**src/rtl/divisor_arbitro.sv**
```systemverilog
// divisor_arbitro: round-robin front end that shares one signed iterative
// divider among N_REQ requesters. Zero divisors are answered locally
// (quotient all ones, remainder = dividend) without starting the divider.
// Optional build macro DIVARB_TIMEOUT_EN adds a WAIT watchdog that answers
// with rsp_err=1 after TIMEOUT cycles without div_Done.
//
// state | meaning
// ------+-------------------------------------------------------------
// IDLE  | no transaction; round-robin grant of the next pending request
// ISSUE | one-cycle div_Start pulse with the latched operands
// WAIT  | waiting for div_Done (or the watchdog, if built)
// RESP  | result presented on rsp_*; waiting for the owner's rsp_ack
module divisor_arbitro #(
    parameter int tamanyo = 32,
    parameter int N_REQ   = 4,
    parameter int IDX_W   = 2,
    parameter int TIMEOUT = 63
) (
    input  logic                       CLK,
    input  logic                       RSTa,
    input  logic [N_REQ-1:0]           req_valid,
    input  logic [N_REQ*tamanyo-1:0]   req_num,
    input  logic [N_REQ*tamanyo-1:0]   req_den,
    output logic [N_REQ-1:0]           req_ready,
    output logic [N_REQ-1:0]           rsp_valid,
    input  logic [N_REQ-1:0]           rsp_ack,
    output logic [tamanyo-1:0]         rsp_coc,
    output logic [tamanyo-1:0]         rsp_rec,
    output logic                       rsp_div0,
    output logic                       rsp_err,
    output logic                       busy,
    output logic                       div_Start,
    output logic [tamanyo-1:0]         div_Num,
    output logic [tamanyo-1:0]         div_Den,
    input  logic [tamanyo-1:0]         div_Coc,
    input  logic [tamanyo-1:0]         div_Rec,
    input  logic                       div_Done
);

    typedef enum logic [1:0] {IDLE, ISSUE, WAIT, RESP} state_t;

    state_t              state, state_d;
    logic [IDX_W-1:0]    rr_ptr, g_q, gnt_idx, cand;
    logic                gnt_vld;
    logic [tamanyo-1:0]  num_q, den_q, gnt_num, gnt_den;
    logic                timeout_hit;

    if (IDX_W != $clog2(N_REQ) || TIMEOUT < 1) begin : g_param_check
        $error("divisor_arbitro: IDX_W must equal clog2(N_REQ) and TIMEOUT must be >= 1");
    end

    // Round-robin search starting just after the last granted requester.
    always_comb begin
        gnt_vld = 1'b0;
        gnt_idx = '0;
        cand    = '0;
        for (int i = 1; i <= N_REQ; i++) begin
            cand = IDX_W'((int'(rr_ptr) + i) % N_REQ);
            if (!gnt_vld && req_valid[cand]) begin
                gnt_vld = 1'b1;
                gnt_idx = cand;
            end
        end
    end

    assign gnt_num = req_num[int'(gnt_idx)*tamanyo +: tamanyo];
    assign gnt_den = req_den[int'(gnt_idx)*tamanyo +: tamanyo];

    // Next-state and handshake outputs; req_ready is gated by reset so every output is 0 while RSTa is low.
    always_comb begin
        state_d   = state;
        req_ready = '0;
        rsp_valid = '0;
        div_Start = 1'b0;
        case (state)
            IDLE: begin
                if (gnt_vld && RSTa) begin
                    req_ready[gnt_idx] = 1'b1;
                    state_d = (gnt_den == '0) ? RESP : ISSUE;
                end
            end
            ISSUE: begin
                div_Start = 1'b1;
                state_d   = WAIT;
            end
            WAIT: begin
                if (div_Done || timeout_hit) state_d = RESP;
            end
            RESP: begin
                rsp_valid[g_q] = 1'b1;
                if (rsp_ack[g_q]) state_d = IDLE;
            end
            default: state_d = IDLE;
        endcase
    end

    // State register.
    always_ff @(posedge CLK or negedge RSTa) begin
        if (!RSTa) state <= IDLE;
        else       state <= state_d;
    end

    // Grant bookkeeping, operand latches and result capture.
    always_ff @(posedge CLK or negedge RSTa) begin
        if (!RSTa) begin
            rr_ptr   <= IDX_W'(N_REQ - 1);
            g_q      <= '0;
            num_q    <= '0;
            den_q    <= '0;
            rsp_coc  <= '0;
            rsp_rec  <= '0;
            rsp_div0 <= 1'b0;
        end else begin
            case (state)
                IDLE: begin
                    if (gnt_vld) begin
                        rr_ptr <= gnt_idx;
                        g_q    <= gnt_idx;
                        num_q  <= gnt_num;
                        den_q  <= gnt_den;
                        if (gnt_den == '0) begin
                            rsp_coc  <= '1;
                            rsp_rec  <= gnt_num;
                            rsp_div0 <= 1'b1;
                        end
                    end
                end
                WAIT: begin
                    if (div_Done) begin
                        rsp_coc  <= div_Coc;
                        rsp_rec  <= div_Rec;
                        rsp_div0 <= 1'b0;
                    end else if (timeout_hit) begin
                        rsp_coc  <= '0;
                        rsp_rec  <= '0;
                        rsp_div0 <= 1'b0;
                    end
                end
                default: ;
            endcase
        end
    end

    assign busy    = (state != IDLE);
    assign div_Num = (state == ISSUE || state == WAIT) ? num_q : '0;
    assign div_Den = (state == ISSUE || state == WAIT) ? den_q : '0;

`ifdef DIVARB_TIMEOUT_EN
    localparam int CNT_W = $clog2(TIMEOUT + 1);

    logic [CNT_W-1:0] wd_cnt;
    logic             err_q;

    // Watchdog fires on the cycle the count would reach TIMEOUT, so RESP starts TIMEOUT+1 cycles after div_Start.
    assign timeout_hit = (state == WAIT) && (wd_cnt == CNT_W'(TIMEOUT - 1));

    // Watchdog counter and error flag; div_Done wins over a same-cycle timeout.
    always_ff @(posedge CLK or negedge RSTa) begin
        if (!RSTa) begin
            wd_cnt <= '0;
            err_q  <= 1'b0;
        end else begin
            case (state)
                IDLE:  if (gnt_vld) err_q <= 1'b0;
                ISSUE: wd_cnt <= '0;
                WAIT: begin
                    wd_cnt <= wd_cnt + 1'b1;
                    if (div_Done)         err_q <= 1'b0;
                    else if (timeout_hit) err_q <= 1'b1;
                end
                default: ;
            endcase
        end
    end

    assign rsp_err = err_q;
`else
    assign timeout_hit = 1'b0;
    assign rsp_err     = 1'b0;
`endif

endmodule

```
**config.mk**
```make
export PLATFORM = sky130hd
export DESIGN_NAME = divisor_arbitro
export DESIGN_NICKNAME = d
export VERILOG_FILES = /design/src/rtl/divisor_arbitro.sv
export SDC_FILE = /design/constraint.sdc
export NUM_CORES = 1
export LEC_CHECK = 0
export CAP_MARGIN = 20
export CORE_AREA = 5 5 178 180
export CTS_CLUSTER_SIZE = 12
export DETAILED_ROUTE_END_ITERATION = 6
export DIE_AREA = 0 0 183 185
export DONT_BUFFER_PORTS = 1
export MAX_ROUTING_LAYER = met4
export PLACE_DENSITY = 0.42
export SKIP_CTS_REPAIR_TIMING = 1
export SYNTH_ARGS = -nofsm -noshare
export SYNTH_HDL_FRONTEND = slang
export SYNTH_SLANG_ARGS = --single-unit
```
**constraint.sdc**
```tcl
create_clock -name CLK -period 5.4 [get_ports CLK]
set_clock_uncertainty 0.05 [all_clocks]
set_input_delay 0.54 -clock CLK [delete_from_list [all_inputs] [get_ports CLK]]
set_output_delay 0.54 -clock CLK [all_outputs]
set_load 0.03 [all_outputs]
```
==> Word-level counts from Yosys, hierarchy flattened <==
Index checks and enable logic that the tools add are counted.
{ "totals": {"out_inout_bits": 140, "input_bits": 331, "ff_bits": 135, "wordCells": 92} }
{ "classes": {"eq_ne": 8, "addsub": 4, "reduce_logical": 17, "n_lt_le_gt_ge": 8, "n_shift": 2, "muxes": 45} }
{ "op_table": {"columns": ["cell", "count"], "rows": [
  ["$mux 32", 8],
  ["$shiftx 128x8->32", 2],
  ["$pmux 32 s2", 2],
  ["$logic_not 32->1", 1],
  ["$lt 2x3->1 const B", 6],
  ["$mux 2", 8],
  ["$mux 1", 15],
  ["$mux 4", 3],
  ["$bmux 1 s2", 5],
  ["$ne 2x2->1 const B", 5],
  ["$pmux 2 s4", 1],
  ["$logic_and 1x1->1", 6],
  ["$add 2x1->2 const B", 2],
  ["$add 2x2->2 const B", 2],
  ["$demux 1 s2", 2],
  ["$eq 2x2->1 const B", 2],
  ["$ge 2x1->1 const B", 2],
  ["$reduce_and 4->1", 1],
  ["$reduce_bool 2->1", 2],
  ["$logic_not 1->1", 3],
  ["$reduce_and 3->1", 1],
  ["$eq 2x1->1 const B", 1],
  ["$logic_not 2->1", 1],
  ["$pmux 1 s2", 1],
  ["2 further kinds", 2]
]} }

==> Longest topological paths before layout <==
Gate-level depths: netlist (run 1).
{ "depth": {"word_depth": 19, "mapped_depth": 13, "depth_no_buf": 9} }

==> Worst setup path after synthesis (run 1) <==
No wires, ideal clock.
{ "synth_timing": {"kind": "input to output", "from": "input req_valid[3]", "to": "output req_ready[1]", "n_path_buf": 6, "t_required_ns": 4.810, "slack_ns": 1.825, "cell_stages": 10, "arrival_ns": 2.985, "cell_sequence": "nor2b_1 a21oi_1 o221ai_4 buf_6 buf_4 buf_4 buf_2 buf_1 clkbuf_1 nor3b_1"} }
{ "synth_between": {"elab_chain_cells": 18, "elab_cells_between_ends": 30, "cone_classes": "order compare: 2; mux: 20; reduce/logical: 8"} }
{ "synth_lines": {"columns": ["item", "line_no", "rtl"], "rows": [
  ["start, declared", "21", "input logic [N_REQ-1:0] req_valid,"],
  ["$bmux 1 s2", "59", "if (!gnt_vld && req_valid[cand]) begin"],
  ["$mux 1 (implied by the code)", "59", null],
  ["$mux 1", "59", null],
  ["$logic_not 1->1", "59", null],
  ["$logic_and 1x1->1", "59", null],
  ["$mux 1", "59", null],
  ["$logic_not 1->1", "59", null],
  ["$logic_and 1x1->1", "59", null],
  ["[... 2 more ...]", null, null],
  ["$logic_and 1x1->1", "59", null],
  ["$mux 2", "59", null],
  ["$lt 2x3->1 (implied by the code) / $ge 2x1->1 (equally long branches)", "78", "req_ready[gnt_idx] = 1'b1;"],
  ["$logic_and 1x1->1 (implied by the code)", "78", null],
  ["$mux 1 (implied by the code)", "78", null],
  ["$demux 1 s2", "78", null],
  ["$mux 4 *", "77", "if (gnt_vld && RSTa) begin"],
  ["$mux 4 *", "75", "case (state)"],
  ["end, declared", "24", "output logic [N_REQ-1:0] req_ready,"]
]} }
Every way passes the cells marked *; elsewhere a longest branch is shown, timed or not. The select of a mux whose other input is x is not followed.

==> Worst setup path in the final report (run 1) <==
{ "layout_timing": {"from": "register rr_ptr[0]", "to": "register rsp_rec[11]"} }
{ "layout_between": {"elab_chain_cells": 17, "elab_cells_between_ends": 35, "cone_classes": "add/sub: 4; eq/ne: 2; shift: 2; mux: 19; reduce/logical: 8"} }
{ "layout_lines": {"columns": ["item", "line_no", "rtl"], "rows": [
  ["start, declared", "43", "logic [IDX_W-1:0] rr_ptr, g_q, gnt_idx, cand;"],
  ["start signal, assigned", "106", "rr_ptr <= IDX_W'(N_REQ - 1);"],
  ["start signal, assigned", "117", "rr_ptr <= gnt_idx;"],
  ["$add 2x1->2", "58", "cand = IDX_W'((int'(rr_ptr) + i) % N_REQ);"],
  ["$bmux 1 s2", "59", null],
  ["$mux 1 (implied by the code)", "59", null],
  ["$mux 1", "59", null],
  ["$logic_not 1->1", "59", null],
  ["$logic_and 1x1->1", "59", null],
  ["$mux 1", "59", null],
  ["$logic_not 1->1", "59", null],
  ["$logic_and 1x1->1", "59", null],
  ["$mux 1", "59", null],
  ["$logic_not 1->1", "59", null],
  ["$logic_and 1x1->1", "59", null],
  ["$mux 2", "59", null],
  ["$shiftx 128x8->32, on equally long branches", "67, 66", null],
  ["$logic_not 32->1 / $mux 32 (equally long branches)", "121", "if (gnt_den == '0) begin"],
  ["$ne 2x2->1 (no source line) / $mux 32 (equally long branches)", null, null],
  ["$reduce_and 4->1 (no source line) / $pmux 32 s2 (equally long branches)", null, null],
  ["end signal, assigned", "123", "rsp_rec <= gnt_num;"],
  ["end signal, assigned", "131", "rsp_rec <= div_Rec;"],
  ["end, declared", "28", "output logic [tamanyo-1:0] rsp_rec,"]
]} }
Parallel ways exist; a longest one is shown, timed or not. The select of a mux whose other input is x is not followed.
A chain may end at the register's enable or synchronous reset.

==> metrics.md, run 1 <==
| Metric | Value |
|---|---|
| Outcome | `finished clean` |
| Combinational share of power | `between 50% and 60%` |
| Switching power | `approximately 0.0036 W` |
| CTS tree | `built` |
| Worst Setup Start Kind | `flop` |
| GRT Residual Overflow | `0` |
| Synth top area share | `between 30% and 40%` |
| Worst rel slew slack | `32.5%` |
| Ports | `471` |
| Vias in the first global route | `6745` |
| Initial core utilization | `approximately 29%` |
| Fin crit period | `between 4 and 5 ns` |
| Worst vdd ir | `~0.27 mV` |
| Power per cell area | `~750 mW/mm^2` |
| Max Cap Viol | `0` |
| DRT iter0 DRCs | `just over 300` |
| First drt pass iteration count | `4` |
| DP Worst Slack | `approximately 0.97 ns` |
| Hold WC Path Type | `input pin to async pin` |
| Via/cell ratio | `roughly 5` |
| EDFF count, synth | `0` |
| Clock root buffer | `clkbuf_16` |
| Number of port buffers | `0` |
| Area leader, netlist | `dfrtp_1` |
| Worst R2R End | `rsp_rec[11]` |
| Period utilisation layout | `roughly three quarters` |
| Final core occ | `32.4%` |
| Max-slew violation count | `0` |
| Gpl congestion | `0.874` |
| Switching Share | `around half` |
| Initial antenna violation count | `1` |
| Area contributors post-synth | `dfrtp_1 38%, mux2_2 13%, mux2_4 10%` |
| Netlist Area Pre-Place | `~0.0088 sq mm` |
| Final setup fails | `0` |
| Asr flop ratio synth | `100%` |
| Routed WL | `between 30000 and 40000 um` |
| Final hold vios | `0` |
| R2R cell count | `11` |
| Core area | `0.0300 sq mm` |
| Worst Setup SP | `rr_ptr[0]` |
| WS Path Type | `flop to flop` |
| Delay-heaviest family, CP | `simple AND/OR/NAND/NOR gates` |
| Clock power share | `between 15 and 20%` |
| Post-route setup slack | `between 1 and 1.5 ns` |
| Unique masters post-synth | `43` |
| Die Width | `approximately 180 um` |
| Final nets | `approximately 1200` |
| Antenna viol nets, final | `0` |
| Net Count, Synth | `1231` |
| Die height | `around 190 um` |
| RR Startpoint | `rr_ptr[0]` |
| CTS Buf Count | `17` |
| CTS H-tree depth | `4` |
| R2R setup slack | `~1.3 ns` |
| FF+latch count, synth | `135` |
| Post-DR wirelength/cell | `~24 um` |
| Global-route wire length before repair | `roughly 44000 um` |
| Clock insertion delay at the later pin of the skew report | `around 0.42 ns` |
| Site Rows | `64` |
| Area grow syn2layout | `10.6%` |
| Avg Cell Area, Syn | `around 9.8 sq um` |
| Critical path data required time | `approximately 5.7 ns` |
| DP Cell Count | `roughly 1200` |
| Tightest Pin Transition | `around 1 ns` |
| Kind of end point of the critical path | `flop` |
| Gr usage total | `between 10% and 20%` |
| Static Leakage | `roughly 4.0 nW` |
| Non-Filler Instances | `approximately 1300` |
| CP max-delay cell | `or4_4` |
| Sequential area share after synthesis | `between 30% and 40%` |
| Overall power | `a little over 0.007 W` |
| CTS max path bufs | `2` |
| Sequential power share | `between 20% and 30%` |
| CP cell instances | `inv_1 > a31oi_1 > nand2_2 > buf_4 > nand2_1 > a32o_1 > nand4_1 > or4_4 > o31ai_4 > buf_12 > mux2_4` |
| Setup TNS | `0 ns` |
| Gate Count Post-Synth | `roughly 900` |
| Fraction of layout cells with a size suffix above 1 | `between 20% and 30%` |
| Worst EP arrival | `about 4.4 ns` |
| Clock slew at reported path FFs | `approximately 0.07 ns` |
| Int Power | `approximately 0.0037 W` |
| Clock Sink Count | `approximately 140` |
| Largest net degree at the start of global routing | `~140` |
| Fmax | `between 200 and 250 MHz` |
| RSZ-0062 raised after global routing | `no` |
| CP Buf/Inv Count | `3` |
| Post-DP HPWL | `23600 um` |
| Die area | `between 0.03 and 0.04 sq mm` |
| YS warnings | `0` |
| Primary FF master, synth | `dfrtp_1` |
| Critical path peak fanout | `43` |
| DR DRC count | `0` |
| Vias post-DR | `roughly 6500` |
| Slowest stage delay, CP | `around 0.6 ns` |
per-stage QoR:
stage	hold WS, ns	cell area [sq um]
floorplan	0.194	8780
global placement	0.200	9030
detailed placement	0.199	9030
CTS	-0.273	9670
global route	0.0994	9720
finish	0.0201	9720
synth_stat cells, types with 5 or more instances:
| library cell | n |
|---|---|
| o21ai_0 | 75 |
| mux2i_1 | 33 |
| nor4_1 | 5 |
| buf_2 | 10 |
| nor3_1 | 6 |
| buf_1 | 13 |
| or3_1 | 6 |
| nand3_1 | 11 |
| mux2_4 | 60 |
| and2_1 | 65 |
| nand2_1 | 158 |
| nand2b_1 | 36 |
| inv_1 | 7 |
| clkbuf_1 | 32 |
| nand4_1 | 5 |
| nor2_1 | 38 |
| a32o_1 | 19 |
| dfrtp_1 | 133 |
| buf_6 | 13 |
| a21oi_1 | 29 |
| mux2_2 | 104 |
registers in the layout, summed over array words and instances, names as in the netlist:
name / count
rsp_coc: 32
state: 2
rr_ptr: 2
g_q: 2
num_q: 32
rsp_div0: 1
rsp_rec: 32
den_q: 32
worst register-to-register path: stages, from the launching register on:
cell,delay (ns)
dfstp_2,0.58
inv_1,0.07
a31oi_1,0.25
nand2_2,0.45
buf_4,0.38
nand2_1,0.08
a32o_1,0.21
nand4_1,0.14
or4_4,0.59
o31ai_4,0.44
buf_12,0.35
mux2_4,0.43
power groups by stage:
stage	logic (W)	registers (W)	clock network [W]
after floorplan	0.00316	0.00204	0
after global placement	0.00385	0.00220	0
after detailed placement	0.00387	0.00220	0
after CTS	0.00387	0.00219	0.00134
after global routing	0.00415	0.00223	0.00138
final	0.00382	0.00217	0.00129
metal layers:
| layer | track usage, % | vias to the layer above | part of all wire (%) |
|---|---|---|---|
| met5 | - | - | 0 |
| met4 | 4.86 | 0 | 2.2 |
| met3 | 5.44 | 29 | 7.7 |
| met2 | 31.5 | 328 | 53 |
| met1 | 19.5 | 3066 | 38 |
| li1 | - | 3038 | - |
layout by cell type (no fill, tap or decap), drive strengths merged, types with 3 or more instances in the layout:
cell    Yosys  final
a21oi      29     29
a31oi       3      3
a32o       19     19
a32oi       4      4
and2       65     65
buf        39     17
bufinv      0      4
clkbuf     32     18
clkinv      1      4
dfrtp     133    133
ha          4      4
inv         7     14
mux2      164    164
mux2i      33     33
nand2     158    158
nand2b     36     36
nand3      11     11
nand4       5      5
nor2       38     38
nor3        6      6
nor4        5      5
o21ai      75     75
o32a        3      3
or3         6      6
kinds of logic (layout without fill, tap and decap cells):
logic type      count (synthesis)  in the layout  synth area share [%]
other cells                     1              2                0.0427
simple gates                  338            338                  18.4
buf+inv                        79             57                  4.76
fa+ha+maj                       4              4                 0.570
mux                           198            198                  27.6
flops                         135            135                  38.5
compound gates                141            141                  10.2
how the worst max path moves through the flow:
stage	endpoint	slack, ns	depth (start not counted)
final	rsp_rec[11]	1.27	11
after global routing	rsp_rec[11]	0.89	11
after CTS	rsp_rec[28]	0.97	11
after detailed placement	rsp_rec[6]	0.97	11
after global placement	rsp_rec[17]	1.07	11
after floorplan	req_ready[1]	1.82	10
final cells by class:
type | count | area (sq um)
antenna | 1 | 2.50
multi-input combinational | 682 | 5000
clock inverter | 14 | 209
inverter | 8 | 30.0
clock buffer | 18 | 429
fill | 3148 | 20300
timing repair buffer | 17 | 173
sequential | 135 | 3380
tap | 396 | 495
Power figures use the tool's default switching activity.
==> run 2, diff against run 1 <==
--- a/config.mk
+++ b/config.mk
@@ -12,7 +12,7 @@
 export DIE_AREA = 0 0 183 185
 export DONT_BUFFER_PORTS = 1
 export MAX_ROUTING_LAYER = met4
-export PLACE_DENSITY = 0.42
+export PLACE_DENSITY = 0.44
 export SKIP_CTS_REPAIR_TIMING = 1
 export SYNTH_ARGS = -nofsm -noshare
 export SYNTH_HDL_FRONTEND = slang
==> constraint.sdc (replaced) <==
create_clock -name CLK -period 3.41 [get_ports CLK]
set_clock_uncertainty 0.05 [all_clocks]
set_input_delay 0.341 -clock CLK [delete_from_list [all_inputs] [get_ports CLK]]
set_output_delay 0.341 -clock CLK [all_outputs]
set_load 0.03 [all_outputs]
==> run 2 against run 1 <==
Net effect: the flow now finishes with violations (negative hold slack, negative setup slack); utilization is 3.7 points higher; cell count is 6.5% higher; critical path depth is 4 higher; via count is 6.2% higher; clock power is 51% higher; register-to-register slack worse by 1.6 ns; critical endpoint is now rsp_rec[30].
==> metrics.md, run 2 (synthesis gave the netlist of run 1 again) <==
| Metric | Value |
|---|---|
| Outcome | `finished, violations left` |
| Failing checks | `negative hold slack, negative setup slack` |
| Max Cap Viol | `0 (unchanged)` |
| Antenna viol nets, final | `0 (unchanged)` |
| DR DRC count | `0 (unchanged)` |
| Core area | `0.0300 sq mm (unchanged)` |
| CP max-delay cell | `dfstp_2` |
| Final Hold Slack | `-0.443 ns (-0.463 ns)` |
| Int Power | `0.00655 W (+78%)` |
| CTS max path bufs | `2 (unchanged)` |
| Critical path peak fanout | `5 (-88%)` |
| Initial core utilization | `29.3% (unchanged)` |
| Die Width | `183 um (unchanged)` |
| Clock insertion delay at the later pin of the skew report | `0.42 ns (about the same)` |
| R2R setup slack | `-0.30 ns (-1.57 ns)` |
| Combinational share of power | `57.0% (+4.6 points)` |
| Die height | `185 um (unchanged)` |
| Post-DP HPWL | `24600 um (+4.3%)` |
| Switching Share | `47.7% (-1.7 points)` |
| Worst EP arrival | `3.97 ns (-0.41 ns)` |
| Post-route setup slack | `-0.303 ns (-1.57 ns)` |
| Post-DR wirelength/cell | `24.4 um (about the same)` |
| CTS tree | `built` |
| RSZ-0062 raised after global routing | `yes` |
| Commonest non-fill, non-tap cell in the layout | `nand2_1` |
| First drt pass iteration count | `4 (unchanged)` |
| Die area | `0.0339 sq mm (unchanged)` |
| Final setup fails | `64 (+64)` |
| Kind of end point of the critical path | `flop` |
| Fin crit period | `3.71 ns (-0.421 ns)` |
| Worst Setup Start Kind | `flop` |
| Power per cell area | `1160 mW/mm^2 (+55%)` |
| Tightest Pin Transition | `1.01 ns (+0.00872 ns)` |
| Worst vdd ir | `0.381 mV (+40%)` |
| Via/cell ratio | `5.07 (-0.33%)` |
| Placed cell area | `0.00953 sq mm (+5.6%)` |
| Routed WL | `33000 um (+6.5%)` |
| Final nets | `1278 (+6.9%)` |
| Site Rows | `64 (unchanged)` |
| Clock slew at reported path FFs | `0.07 ns (about the same)` |
| Hold WC Path Type | `input pin to async pin` |
| Most frequent cells in the layout | `156 x nand2_1, 133 x dfrtp_1, 100 x mux2_2` |
| Clock Sink Count | `135 (unchanged)` |
| Slowest stage delay, CP | `0.61 ns (+0.02 ns)` |
| Area grow syn2layout | `23.1%` |
| Global-route wire length before repair | `44800 um (+2.1%)` |
| Sequential power share | `27.4% (-2.4 points)` |
| CTS Buf Count | `17 (unchanged)` |
| Final instance area | `0.0108 sq mm (+11%)` |
| Fraction of layout cells with a size suffix above 1 | `35.5% (+9.8 points)` |
| Clock root buffer | `clkbuf_16` |
| Fmax | `269 MHz (+11%)` |
| GRT Residual Overflow | `0 (unchanged)` |
| WS Path Type | `flop to flop` |
| Clock power share | `15.5% (-2.3 points)` |
| DRT iter0 DRCs | `287 (-5.0%)` |
| # fillers | `3025 (-3.9%)` |
| Vias post-DR | `6860 (+6.2%)` |
| CP cell instances | `buf_6 > nand2_1 > a31oi_4 > nand2_4 > buf_4 > buf_4 > nand2_1 > a32o_1 > nand4_1 > or4_4 > o31ai_4 > buf_12 > buf_12 > clkbuf_16 > mux2_4` |
| Static Leakage | `4.61 nW (+14%)` |
| Vias in the first global route | `7089 (+5.1%)` |
| CTS H-tree depth | `4 (unchanged)` |
| Largest net degree at the start of global routing | `139 (unchanged)` |
| Final hold vios | `135 (+135)` |
| DP Worst Slack | `-0.308 ns (-1.27 ns)` |
| Initial antenna violation count | `2 (+1)` |
| Ports | `471 (unchanged)` |
| Period utilisation layout | `109% (+32 points)` |
| Gr usage total | `18.1% (+0.25 points)` |
| Number of port buffers | `0 (unchanged)` |
| Worst rel slew slack | `31.9% (-0.59 points)` |
| Max-slew violation count | `0 (unchanged)` |
| Critical path data required time | `3.67 ns (-1.98 ns)` |
| Gpl congestion | `0.856 (-2.0%)` |
| Switching power | `0.00598 W (+66%)` |
## run 2: cell count changes in the layout (fill, tap and decap cells not counted), sizes merged
cell / change
clkbuf: +8
buf: +74
and2: +1
diode: +1
clkinvlp: +1
bufinv: -2
## run 2: power groups by stage
stage | Combinational [W] | Clock, W | Sequential [W]
3_5_place_dp | 0.00655 | 0 | 0.00348
5_1_grt | 0.00766 | 0.00208 | 0.00352
3_3_place_gp | 0.00652 | 0 | 0.00347
2_1_floorplan | 0.00501 | 0 | 0.00323
4_1_cts | 0.00655 | 0.00201 | 0.00346
6_report | 0.00715 | 0.00195 | 0.00344
## run 2: worst max-delay path, delay by kind of cell, from the launching register on
kind | cells | cell delay, ns
DFF | 1 | 0.61
buffers and inverters | 6 | 0.92
AOI/OAI and AO/OA | 3 | 0.72
and+or+nand+nor | 5 | 1.01
muxes | 1 | 0.29
## run 2: final cells by class
cell class / count / area [sq um] / share of cell area (%)
repair buffers: 98 / 1120 / 10.4
clock inverters: 13 / 159 / 1.47
well taps: 396 / 495 / 4.58
clock buffers: 19 / 443 / 4.09
flip-flops and latches: 135 / 3380 / 31.3
multi-input cells: 683 / 5180 / 47.9
diodes: 2 / 5.00 / 0.0463
inverters: 8 / 30.0 / 0.278
## run 2: final timing paths
| path | startpoint | to | depth (start not counted) |
|---|---|---|---|
| worst max-delay path | rr_ptr[1] | rsp_rec[30] | 15 |
| worst min-delay path | RSTa | rsp_coc[2] | 0 |
| worst max register to register | rr_ptr[1] | rsp_rec[30] | 15 |
| worst min register to register | den_q[12] | den_q[12] | 2 |
| min in group CLK | div_Coc[3] | rsp_coc[3] | 2 |
| max in group asynchronous | RSTa | rr_ptr[1] | 0 |
## run 2: metrics by stage
step / power (W) / instances / utilization, % / setup TNS (ns)
detailed placement: 0.0100 / 1285 / 31.7 / -17.47
floorplan: 0.00824 / 896 / - / 0
global route: 0.0133 / 1354 / 36.0 / -22.60
CTS: 0.0120 / 1317 / 33.8 / -18.98
global placement: 0.00999 / 1285 / 31.7 / -14.09
finish: 0.0125 / 1354 / 36.0 / -16.47
## run 2: layer usage
| metal | vias to the layer above | wire length, um | GRT usage (%) |
|---|---|---|---|
| met5 | - | 0 | - |
| met4 | 0 | 813 | 6.41 |
| met3 | 43 | 2240 | 5.05 |
| met2 | 336 | 17300 | 31.5 |
| met1 | 3276 | 12700 | 19.9 |
| li1 | 3205 | - | - |
